**src/rtl/alu_pkg.sv**
```systemverilog
// Shared ALU encodings and FSM states; the op codes match the ALU control decoder.
package alu_pkg;
  localparam int DEF_WIDTH = 32;
  localparam int DEF_SHW   = 5;

  typedef enum logic [3:0] {
    OP_AND    = 4'b0000,
    OP_OR     = 4'b0001,
    OP_ADD    = 4'b0010,
    OP_SLL    = 4'b0011,
    OP_SUB    = 4'b0110,
    OP_PASS_B = 4'b1000
  } alu_op_t;

  typedef enum logic [1:0] {
    S_IDLE  = 2'd0,
    S_SHIFT = 2'd1,
    S_HOLD  = 2'd2
  } state_t;
endpackage

```
**src/rtl/alu_shift_iter.sv**
```systemverilog
// Bit-serial left shifter: loads on start, shifts once per cycle, done when the count is spent.
module alu_shift_iter #(
  parameter int WIDTH = 32,
  parameter int SHW   = 5
) (
  input  logic             clk,
  input  logic             reset,
  input  logic             start,
  input  logic [WIDTH-1:0] a,
  input  logic [SHW-1:0]   shamt,
  output logic             busy,
  output logic             done,
  output logic [WIDTH-1:0] q
);
  logic [SHW-1:0] cnt;

  // done is raised for one cycle after the last shift, while q holds the final value
  assign done = busy && (cnt == '0);

  always_ff @(posedge clk) begin
    if (reset) begin
      busy <= 1'b0;
      cnt  <= '0;
    end else if (start) begin
      busy <= 1'b1;
      cnt  <= shamt;
    end else if (done) begin
      busy <= 1'b0;
    end else if (busy) begin
      cnt <= cnt - 1'b1;
    end
  end

  always_ff @(posedge clk) begin
    if (start)
      q <= a;
    else if (busy && (cnt != '0))
      q <= q << 1;
  end
endmodule

```
**src/rtl/alu_exec.sv**
```systemverilog
// Handshaked ALU execute stage with registered result/zero/illegal.
// Define ALU_ITER_SHIFT_EN to build SLL as a one-bit-per-cycle shifter instead of a barrel shift.
module alu_exec
  import alu_pkg::*;
#(
  parameter int WIDTH = DEF_WIDTH,
  parameter int SHW   = DEF_SHW
) (
  input  logic             clk,
  input  logic             reset,
  input  logic             in_valid,
  output logic             in_ready,
  input  logic [3:0]       op,
  input  logic [WIDTH-1:0] a,
  input  logic [WIDTH-1:0] b,
  output logic             out_valid,
  input  logic             out_ready,
  output logic [WIDTH-1:0] result,
  output logic             zero,
  output logic             illegal
);
  state_t           state;
  logic [WIDTH-1:0] res_p1;
  logic             zero_p1;
  logic             ill_p1;
  logic [WIDTH-1:0] calc_res;
  logic             calc_ill;
  logic [SHW-1:0]   shamt;
  logic             accept;
  logic             sh_start;
  logic             sh_busy;
  logic             sh_done;
  logic [WIDTH-1:0] sh_q;

  assign shamt     = b[SHW-1:0];
  assign in_ready  = !reset && !sh_busy &&
                     ((state == S_IDLE) || ((state == S_HOLD) && out_ready));
  assign accept    = in_valid && in_ready;
  assign out_valid = (state == S_HOLD);
  assign result    = res_p1;
  assign zero      = zero_p1;
  assign illegal   = ill_p1;

  always_comb begin
    calc_res = '0;
    calc_ill = 1'b0;
    case (op)
      OP_AND:    calc_res = a & b;
      OP_OR:     calc_res = a | b;
      OP_ADD:    calc_res = a + b;
      OP_SLL:    calc_res = a << shamt;
      OP_SUB:    calc_res = a - b;
      OP_PASS_B: calc_res = b;
      default:   calc_ill = 1'b1;
    endcase
  end

`ifdef ALU_ITER_SHIFT_EN
  // A zero shift amount takes the single-cycle path through calc_res
  assign sh_start = accept && (op == OP_SLL) && (shamt != '0);

  alu_shift_iter #(
    .WIDTH(WIDTH),
    .SHW  (SHW)
  ) u_shift (
    .clk  (clk),
    .reset(reset),
    .start(sh_start),
    .a    (a),
    .shamt(shamt),
    .busy (sh_busy),
    .done (sh_done),
    .q    (sh_q)
  );
`else
  assign sh_start = 1'b0;
  assign sh_busy  = 1'b0;
  assign sh_done  = 1'b0;
  assign sh_q     = '0;
`endif

  // Stage p1: result registers, loaded on acceptance or at shifter completion
  always_ff @(posedge clk) begin
    if (reset) begin
      state   <= S_IDLE;
      res_p1  <= '0;
      zero_p1 <= 1'b1;
      ill_p1  <= 1'b0;
    end else begin
      case (state)
        S_SHIFT: begin
          if (sh_done) begin
            res_p1  <= sh_q;
            zero_p1 <= (sh_q == '0);
            ill_p1  <= 1'b0;
            state   <= S_HOLD;
          end
        end
        S_HOLD: begin
          if (out_ready)
            state <= S_IDLE;
        end
        default: ;
      endcase
      if (accept) begin
        if (sh_start) begin
          state <= S_SHIFT;
        end else begin
          res_p1  <= calc_res;
          zero_p1 <= (calc_res == '0);
          ill_p1  <= calc_ill;
          state   <= S_HOLD;
        end
      end
    end
  end
endmodule

```
**config.mk**
```make
export PLATFORM = sky130hd
export DESIGN_NAME = alu_exec
export DESIGN_NICKNAME = d
export VERILOG_FILES = /design/src/rtl/alu_pkg.sv /design/src/rtl/alu_shift_iter.sv /design/src/rtl/alu_exec.sv
export SDC_FILE = /design/constraint.sdc
export NUM_CORES = 1
export LEC_CHECK = 0
export BUFFER_PORTS_ARGS = -buffer_cell sky130_fd_sc_hd__buf_2
export CORE_UTILIZATION = 59
export DETAILED_ROUTE_END_ITERATION = 16
export PLACE_DENSITY = 0.83
export SYNTH_ARGS = -nofsm -noshare
export SYNTH_HDL_FRONTEND = slang
export SYNTH_HIERARCHICAL = 1
export SYNTH_SLANG_ARGS = --single-unit
export TNS_END_PERCENT = 10
```
**constraint.sdc**
```tcl
create_clock -name clk -period 8.3 [get_ports clk]
set_input_delay 1.66 -clock clk [delete_from_list [all_inputs] [get_ports clk]]
set_output_delay 1.66 -clock clk [all_outputs]
set_load 0.01 [all_outputs]
```
---- After elaboration in Yosys (flattened, before gate mapping) ----
Cells that the tools add are included.
storage, ports and cells
  flip-flop bits (word level) ............. 35
  bits of input ports ..................... 72
  output and inout port bits .............. 36
  word-level logic and storage cells ...... 31
cells by class
  $add $sub $neg .......................... 2
  eq/ne operators ......................... 5
  shift operators ......................... 1
  muxes and demuxes ....................... 5
  bitwise logic cells ..................... 2
  reduce and logical (&&, ||, !) cells .... 12
operators by type and width
  operator              count
  $pmux W32 S6          1
  $add A32 B32 Y32      1
  $and A32 B32 Y32      1
  $logic_not A32 Y1     1
  $or A32 B32 Y32       1
  $shl A32 B5 Y32       1
  $sub A32 B32 Y32      1
  $eq A4 B2 Y1 const B  2
  $mux W2               3
  $reduce_or A6 Y1      1
  $eq A4 B1 Y1 const B  1
  $eq A4 B3 Y1 const B  1
  $eq A4 B4 Y1 const B  1
  $logic_not A4 Y1      1
  $reduce_bool A2 Y1    2
  $logic_and A1 B1 Y1   3
  $logic_not A2 Y1      1
  $reduce_and A2 Y1     1
  $logic_not A1 Y1      1
  $logic_or A1 B1 Y1    1
  $mux W1               1

---- Logic depth before layout (Yosys ltp) ----
Gate-level depths: netlist of the first run.
  depth after elaboration ................. 6
  depth in mapped cells ................... 22
  mapped depth without buffers ............ 18

---- Worst setup path before layout of the first run ----
Ideal clock, no wire load.
  path kind ............................... input-to-reg
  start point ............................. input port op[0]
  end point ............................... register zero_p1, in the netlist zero
  setup time .............................. 0.087 ns
  arrival time ............................ 6.200 ns
  data required time ...................... 8.213 ns
  slack ................................... 2.013 ns
  stages .................................. 21
  path buffers ............................ 5
  cells stage by stage .................... clkbuf_1 nor2_1 and2_1 clkbuf_1 clkbuf_1 clkbuf_1 nand2_1 clkbuf_1 o21ai_0 inv_1 ha_1 nor2b_1 o31a_1 or3_1 a31o_2 nor4_1 nand4b_1 or4_1 nor4_1 nand4_1 o31ai_1
between the ends
  cells in the longest elaborated chain, start to end .. 3
  elaborated cells on any way between the ends .. 8
  classes of those cells .................. eq/ne (5); mux (1); reduce/logical (2)
RTL lines
  item                                  RTL line         RTL
  start: declaration                    alu_exec.sv:13   input logic [3:0] op,
  $eq A4 B4 Y1 (tied with other cells)  alu_exec.sv:47   case (op)
  $pmux W32 S6 (*)                      alu_exec.sv:47
  $logic_not A32 Y1 (*)                 alu_exec.sv:110  zero_p1 <= (calc_res == '0);
  end signal: assignment                alu_exec.sv:94   zero_p1 <= (sh_q == '0);
  end signal: assignment                alu_exec.sv:110
  end: declaration                      alu_exec.sv:24   logic zero_p1;
Every way passes the cells marked *; elsewhere a longest branch is shown, timed or not.
A chain may end at the register's enable or synchronous reset.

---- Worst setup path in the final report of the first run ----
  start point ............................. input port b[3]
  end point ............................... register zero_p1, in the netlist zero
between the ends
  cells in the longest elaborated chain, start to end .. 3
  elaborated cells on any way between the ends .. 7
  classes of those cells .................. add/sub (2); shift (1); mux (1); bitwise (2); reduce/logical (1)
RTL lines
  item                                      RTL line         RTL
  start: declaration                        alu_exec.sv:15   input logic [WIDTH-1:0] b,
  $sub A32 B32 Y32 (tied with other cells)  alu_exec.sv:52   OP_SUB: calc_res = a - b;
  $pmux W32 S6 (*)                          alu_exec.sv:47
  $logic_not A32 Y1 (*)                     alu_exec.sv:110
Marks and branches as above.

==> results of run 1 <==
## per-stage QoR
stage | utilization | hold slack, ns
floorplan | - | 0.483
global placement | 0.655 | 0.428
detailed placement | 0.655 | 0.444
CTS | 0.663 | 0.460
global route | 0.663 | 0.491
finish | 0.663 | 0.454
## cell type report
cell class | instances | area [sq um] | share of cell area
clock buffers | 7 | 76.3 | 0.0112
clock inverters | 1 | 5.00 | 0.000732
inverters | 19 | 71.3 | 0.0104
multi-input cells | 782 | 5230 | 0.764
flip-flops and latches | 35 | 701 | 0.102
well taps | 136 | 170 | 0.0249
repair buffers | 114 | 588 | 0.0860
## per-layer routing
metal	track usage	up-vias
met1	0.610	3524
li1	-	3553
met2	0.614	534
met5	0	-
met3	0.0855	61
met4	0.126	0
## path summary, 6_finish.rpt
| path | start | endpoint | slack, ns | depth (start not counted) |
|---|---|---|---|---|
| setup / recovery | b[3] | zero | 1.51 | 17 |
| hold / removal | result[24] | result[24] | 0.45 | 2 |
| setup reg to reg | state[1] | zero | 4.82 | 10 |
| hold reg to reg | result[24] | result[24] | 0.45 | 2 |
## placed cells by master, fill, tap and decap left out, types with 19 or more instances in the layout
| master | count |
|---|---|
| nand2_1 | 104 |
| buf_2 | 107 |
| xnor2_1 | 27 |
| a21oi_1 | 76 |
| nor2_1 | 53 |
| nor3_1 | 23 |
| nand3_1 | 23 |
| ha_1 | 35 |
| a211oi_1 | 19 |
| dfxtp_1 | 35 |
| o211ai_1 | 24 |
| mux2i_1 | 24 |
| o21ai_0 | 109 |
## worst max-delay path: cells and delay by family
kind	cells	cell delay (ns)
adder cells (fa/ha/maj)	1	0.43
AND/OR/NAND/NOR	8	2.52
XOR/XNOR	1	0.15
multiplexers	1	0.15
buffers and inverters	1	0.30
AO/OA/AOI/OAI	5	1.75
## state kept, by name, summed over array words and instances (netlist names)
signal / flops
result: 32
illegal: 1
state: 1
zero: 1
## report_power, final
part	internal, mW	switching [mW]	total, mW
registers	0.175	0.00355	0.178
clock network	0.0588	0.0594	0.118
logic	0.161	0.283	0.444
total	0.395	0.346	0.741
## cell families (layout without fill, tap and decap cells)
kind of cell             count (synthesis)  count (layout)  synth area share
AO/OA/AOI/OAI                          364             364             0.376
AND/OR/NAND/NOR                        288             288             0.221
buffers and inverters                   83             141            0.0545
multiplexers                            50              50             0.102
XOR/XNOR                                44              44            0.0615
adder cells (fa/ha/maj)                 36              36            0.0731
flip-flops                              35              35             0.112
==> impl_metrics.csv, run 1 <==
group,metric,value,unit
detailed_routing,top_layer,"met4",
logic_synthesis,yosysWarnings,6,
pwr,powerDensity,108,mW/mm^2
detailed_routing,routed_via_density,7.01,
global_routing,track_usage,0.419,
detailed_routing,drc,0,
pwr,power_leakage,2.82,nW
logic_synthesis,synth_common_cells,"109 x o21ai_0, 104 x nand2_1, 76 x a21oi_1",
detailed_routing,first_pass_iters,6,
cts,cts_tree,"done",
logic_synthesis,synth_cell_types,66,
finish,diodes,0,
cts,clock_path_buffers,2,
placement,dp_slack,1.51,ns
min_path,hp-class,"reg2reg",
logic_synthesis,synth_top_area_frac,0.112,
setup_path,cp_max_fo,36,
logic_synthesis,synth_seq_cells,35,
placement,hpwlAfterDp,19.0,mm
logic_synthesis,async_flop_share,0,
cts,clkTransAtPathRegs,0.07,ns
cts,htree_levels,2,
placement,post_dp_cell_area,0.00676,sq mm
setup_path,required,8.48,ns
job,maxCapViolations,0,
sta,fin_crit,6.79,ns
finish,n_fill_cell,1028,
logic_synthesis,avgSynthCellArea,6.96,sq um
global_routing,grt_max_degree,40,
global_routing,grt_first_pass_wirelength,36.5,mm
sta,setup_violations,0,
pwr,ir_drop,151,uV
floorplan,die_area,0.0110,sq mm
logic_synthesis,synth.most_common_cell,"o21ai_0",
global_routing,grt_overflow_total,0,
floorplan,die_w,105,um
cts,clock_latency,0.29,ns
floorplan,rows,37,
finish,final_area,0.00684,sq mm
detailed_routing,dr_wl_met2,9.91,mm
sta,post-route-period-util,0.818,
setup_path,end_kind,"flip-flop",
logic_synthesis,syn_inst,900,
logic_synthesis,synth_ff_type,"dfxtp_1",
pwr,total_power,741,uW
finish,final_cells,1094,
logic_synthesis,synth_edf_count,0,
sta,rsz0062_at_grt,"false",
finish,drive_gt1_frac,0.166,
floorplan,pin_count,108,
placement,dp_cells,1086,
cts,cts_hold_buf,0,
detailed_routing,wire_per_inst,21.8,um
finish,syn2layout_area_growth,9.21,%
sta,relSlewSlack,0.212,
cts,numCtsBuffers,5,
setup_path,path_class,"in2reg",
detailed_routing,drtIter0Drc,953,
sta,clock_skew,0.00267,ns
floorplan,core_area,0.0103,sq mm
setup_path,critical_path.max_stage_delay,0.53,ns
sta,tightest_slew,1.18,ns
sta,fin_setup_tns,0,ns
detailed_routing,drtAntennaViolNets,0,
cts,cts_resized,0,
logic_synthesis,yosysSeqAreaShare,0.112,
logic_synthesis,synthTopCellsByArea,"dfxtp_1 11%, o21ai_0 8.7%, ha_1 7.0%",
placement,place.gp.congestion,1.05,
logic_synthesis,syn_area,0.00626,sq mm
floorplan,die_y,105,um
detailed_routing,drt-met1-wl,10.1,mm
cts,root_buffer,"clkbuf_8",
setup_path,cp.arrival,6.98,ns
logic_synthesis,synthesis.nets,1008,
placement,portBuffers,107,
setup_path,cp_slowest_cell,"a2111oi_0",
detailed_routing,routed_wl,23.8,mm
finish,nNetsFinal,1065,
detailed_routing,wl_met3,3.21,mm
sta,fmax,147,MHz
global_routing,grt_pass1_vias,6582,
setup_path,startpoint_type,"input pin",
detailed_routing,vias,7672,
setup_path,path_cells,"buf_2 > or4_1 > or3_1 > nor3_2 > nand2_1 > nor3_1 > nor2_1 > xnor2_1 > ha_1 > a21oi_1 > o21ai_0 > mux2i_1 > a2111oi_0 > o311ai_0 > nor4_1 > nand4_1 > o31ai_1",
global_routing,antenna_found_initial,0,
logic_synthesis,synth_top_cell_by_area,"dfxtp_1",
floorplan,start_util,0.607,
outcome,status,"finished clean",
sta,setup_slack,1.51,ns
cts,cts_sinks,35,
sta,timing_hold_violations_final,0,
cts,post_cts_buffers,0,
sta,slew_violations,0,
No activity file was read; power rests on OpenSTA's default activity.
==> inputs of run 2 (changes only) <==
CORE_UTILIZATION = 53   (was 59)
PLACE_DENSITY = 0.79   (was 0.83)
clock period = 6.1 ns   (was 8.3 ns; I/O delays follow)
==> run 2 against run 1 <==
Compared with the run above: register-to-register slack lost 2.1 ns; final area grew 3.0%; largest power group unchanged; hold slack lost 0.013 ns; critical path type unchanged; highest routed layer unchanged; sequential share of layout area shrank 0.29 points.
==> impl_metrics.csv, run 2 (same netlist as run 1, synthesis figures left out) <==
group,metric,value,unit
finish,drive_gt1_frac,0.183,
sta,timing_hold_violations_final,0,
detailed_routing,vias,7650,
cts,htree_levels,2,
floorplan,die_y,111,um
floorplan,core_area,0.0115,sq mm
setup_path,required,6.29,ns
sta,rsz0062_at_grt,"false",
setup_path,path_class,"in2reg",
sta,holdWs,0.441,ns
finish,final_cell_mix,"109 x o21ai_0, 107 x buf_2, 104 x nand2_1",
cts,clkTransAtPathRegs,0.05,ns
finish,diodes,0,
finish,syn2layout_area_growth,12.4,%
job,maxCapViolations,0,
setup_path,cp_slowest_cell,"or4_1",
detailed_routing,drtIter0Drc,972,
detailed_routing,drtAntennaViolNets,0,
cts,cts_resized,0,
finish,utilization,0.614,
floorplan,pin_count,108,
detailed_routing,wire_per_inst,20.8,um
cts,cts_tree,"done",
setup_path,critical_path.max_stage_delay,0.57,ns
detailed_routing,routed_via_density,6.84,
cts,clock_path_buffers,2,
placement,place.gp.congestion,1.00,
cts,numCtsBuffers,5,
cts,post_cts_buffers,0,
outcome,status,"finished clean",
setup_path,worst-r2r-setup-slack,2.75,ns
sta,clock_skew,0.00251,ns
finish,nNetsFinal,1083,
cts,cts_hold_buf,0,
setup_path,cp_max_fo,7,
global_routing,grt_pass1_vias,6644,
sta,slew_violations,0,
global_routing,grt_max_degree,39,
cts,clock_latency,0.28,ns
finish,layout_commonest_cell,"o21ai_0",
global_routing,grt_first_pass_wirelength,36.5,mm
cts,cts_sinks,35,
finish,n_fill_cell,1104,
setup_path,crit_top_cell,"nor3_1",
setup_path,startpoint_type,"input pin",
sta,fmax,177,MHz
sta,fin_crit,5.64,ns
sta,fin_setup_tns,0,ns
placement,portBuffers,107,
global_routing,antenna_found_initial,0,
floorplan,rows,39,
pwr,ir_drop,357,uV
global_routing,grt_overflow_total,0,
placement,hpwlAfterDp,18.7,mm
setup_path,cp.arrival,5.83,ns
detailed_routing,routed_wl,23.2,mm
sta,setup_violations,0,
setup_path,path_cells,"buf_2 > or4_1 > or3_1 > nor3_1 > nand2_1 > nor3_1 > buf_4 > a21oi_1 > xnor2_1 > ha_1 > a21oi_1 > o21ai_0 > a211oi_1 > o211ai_1 > a211o_1 > nor3_1 > nand4_1 > o31ai_1",
floorplan,die_area,0.0123,sq mm
sta,post-route-period-util,0.925,
sta,relSlewSlack,0.217,
pwr,power_leakage,2.94,nW
finish,largest_reg_flops,32,
setup_path,end_kind,"flip-flop",
floorplan,start_util,0.546,
min_path,hp-class,"reg2reg",
pwr,powerDensity,155,mW/mm^2
floorplan,die_w,111,um
global_routing,track_usage,0.369,
detailed_routing,first_pass_iters,5,
sta,tightest_slew,1.17,ns
detailed_routing,drc,0,
cts,root_buffer,"clkbuf_16",
==> run 2: critical path: cells and delay by family <==
family                     cells  cell delay [ns]
adders and majority gates      1             0.37
and+or+nand+nor                7             1.96
xor gates and xnor gates       1             0.15
buffers and inverters          2             0.29
AOI/OAI and AO/OA              7             1.83
==> run 2: stage by stage <==
step | area, sq um | total power [mW] | setup WS [ns] | cells
3_3_place_gp | 6900 | 0.836 | 0.348 | 1111
6_report | 7040 | 1.09 | 0.460 | 1119
2_1_floorplan | 6260 | 0.652 | 0.253 | 900
5_1_grt | 7040 | 1.16 | 0.129 | 1119
4_1_cts | 7040 | 1.08 | 0.541 | 1119
3_5_place_dp | 6900 | 0.837 | 0.280 | 1111
==> run 2: report_power, final <==
| group | leakage [nW] | switching, mW | internal [mW] |
|---|---|---|---|
| Clock | 0.0733 | 0.0871 | 0.148 |
| Sequential | 0.284 | 0.00435 | 0.238 |
| Combinational | 2.58 | 0.383 | 0.229 |
| Total | 2.94 | 0.475 | 0.616 |
==> run 2: final timing paths <==
check,from,endpoint,depth (start not counted)
worst max-delay path,b[6],zero,18
worst min-delay path,result[28],result[28],1
worst max register to register,state[1],zero,10
worst min register to register,result[28],result[28],1
==> run 2: layout make-up <==
class                           instances  area [sq um]  area share
Clock buffer                            5           125      0.0178
Inverter                               19          71.3      0.0101
Multi-Input combinational cell        782          5230       0.742
Tap cell                              143           179      0.0254
Clock inverter                          3          15.0     0.00213
Sequential cell                        35           701      0.0995
Timing Repair Buffer                  132           723       0.103
==> run 2: routing by layer <==
layer / up-vias / share of wire / global-route usage
met5: - / 0 / 0
met4: 0 / 0.021 / 0.0898
met3: 43 / 0.12 / 0.0837
met2: 485 / 0.43 / 0.553
met1: 3525 / 0.43 / 0.530
li1: 3597 / - / -
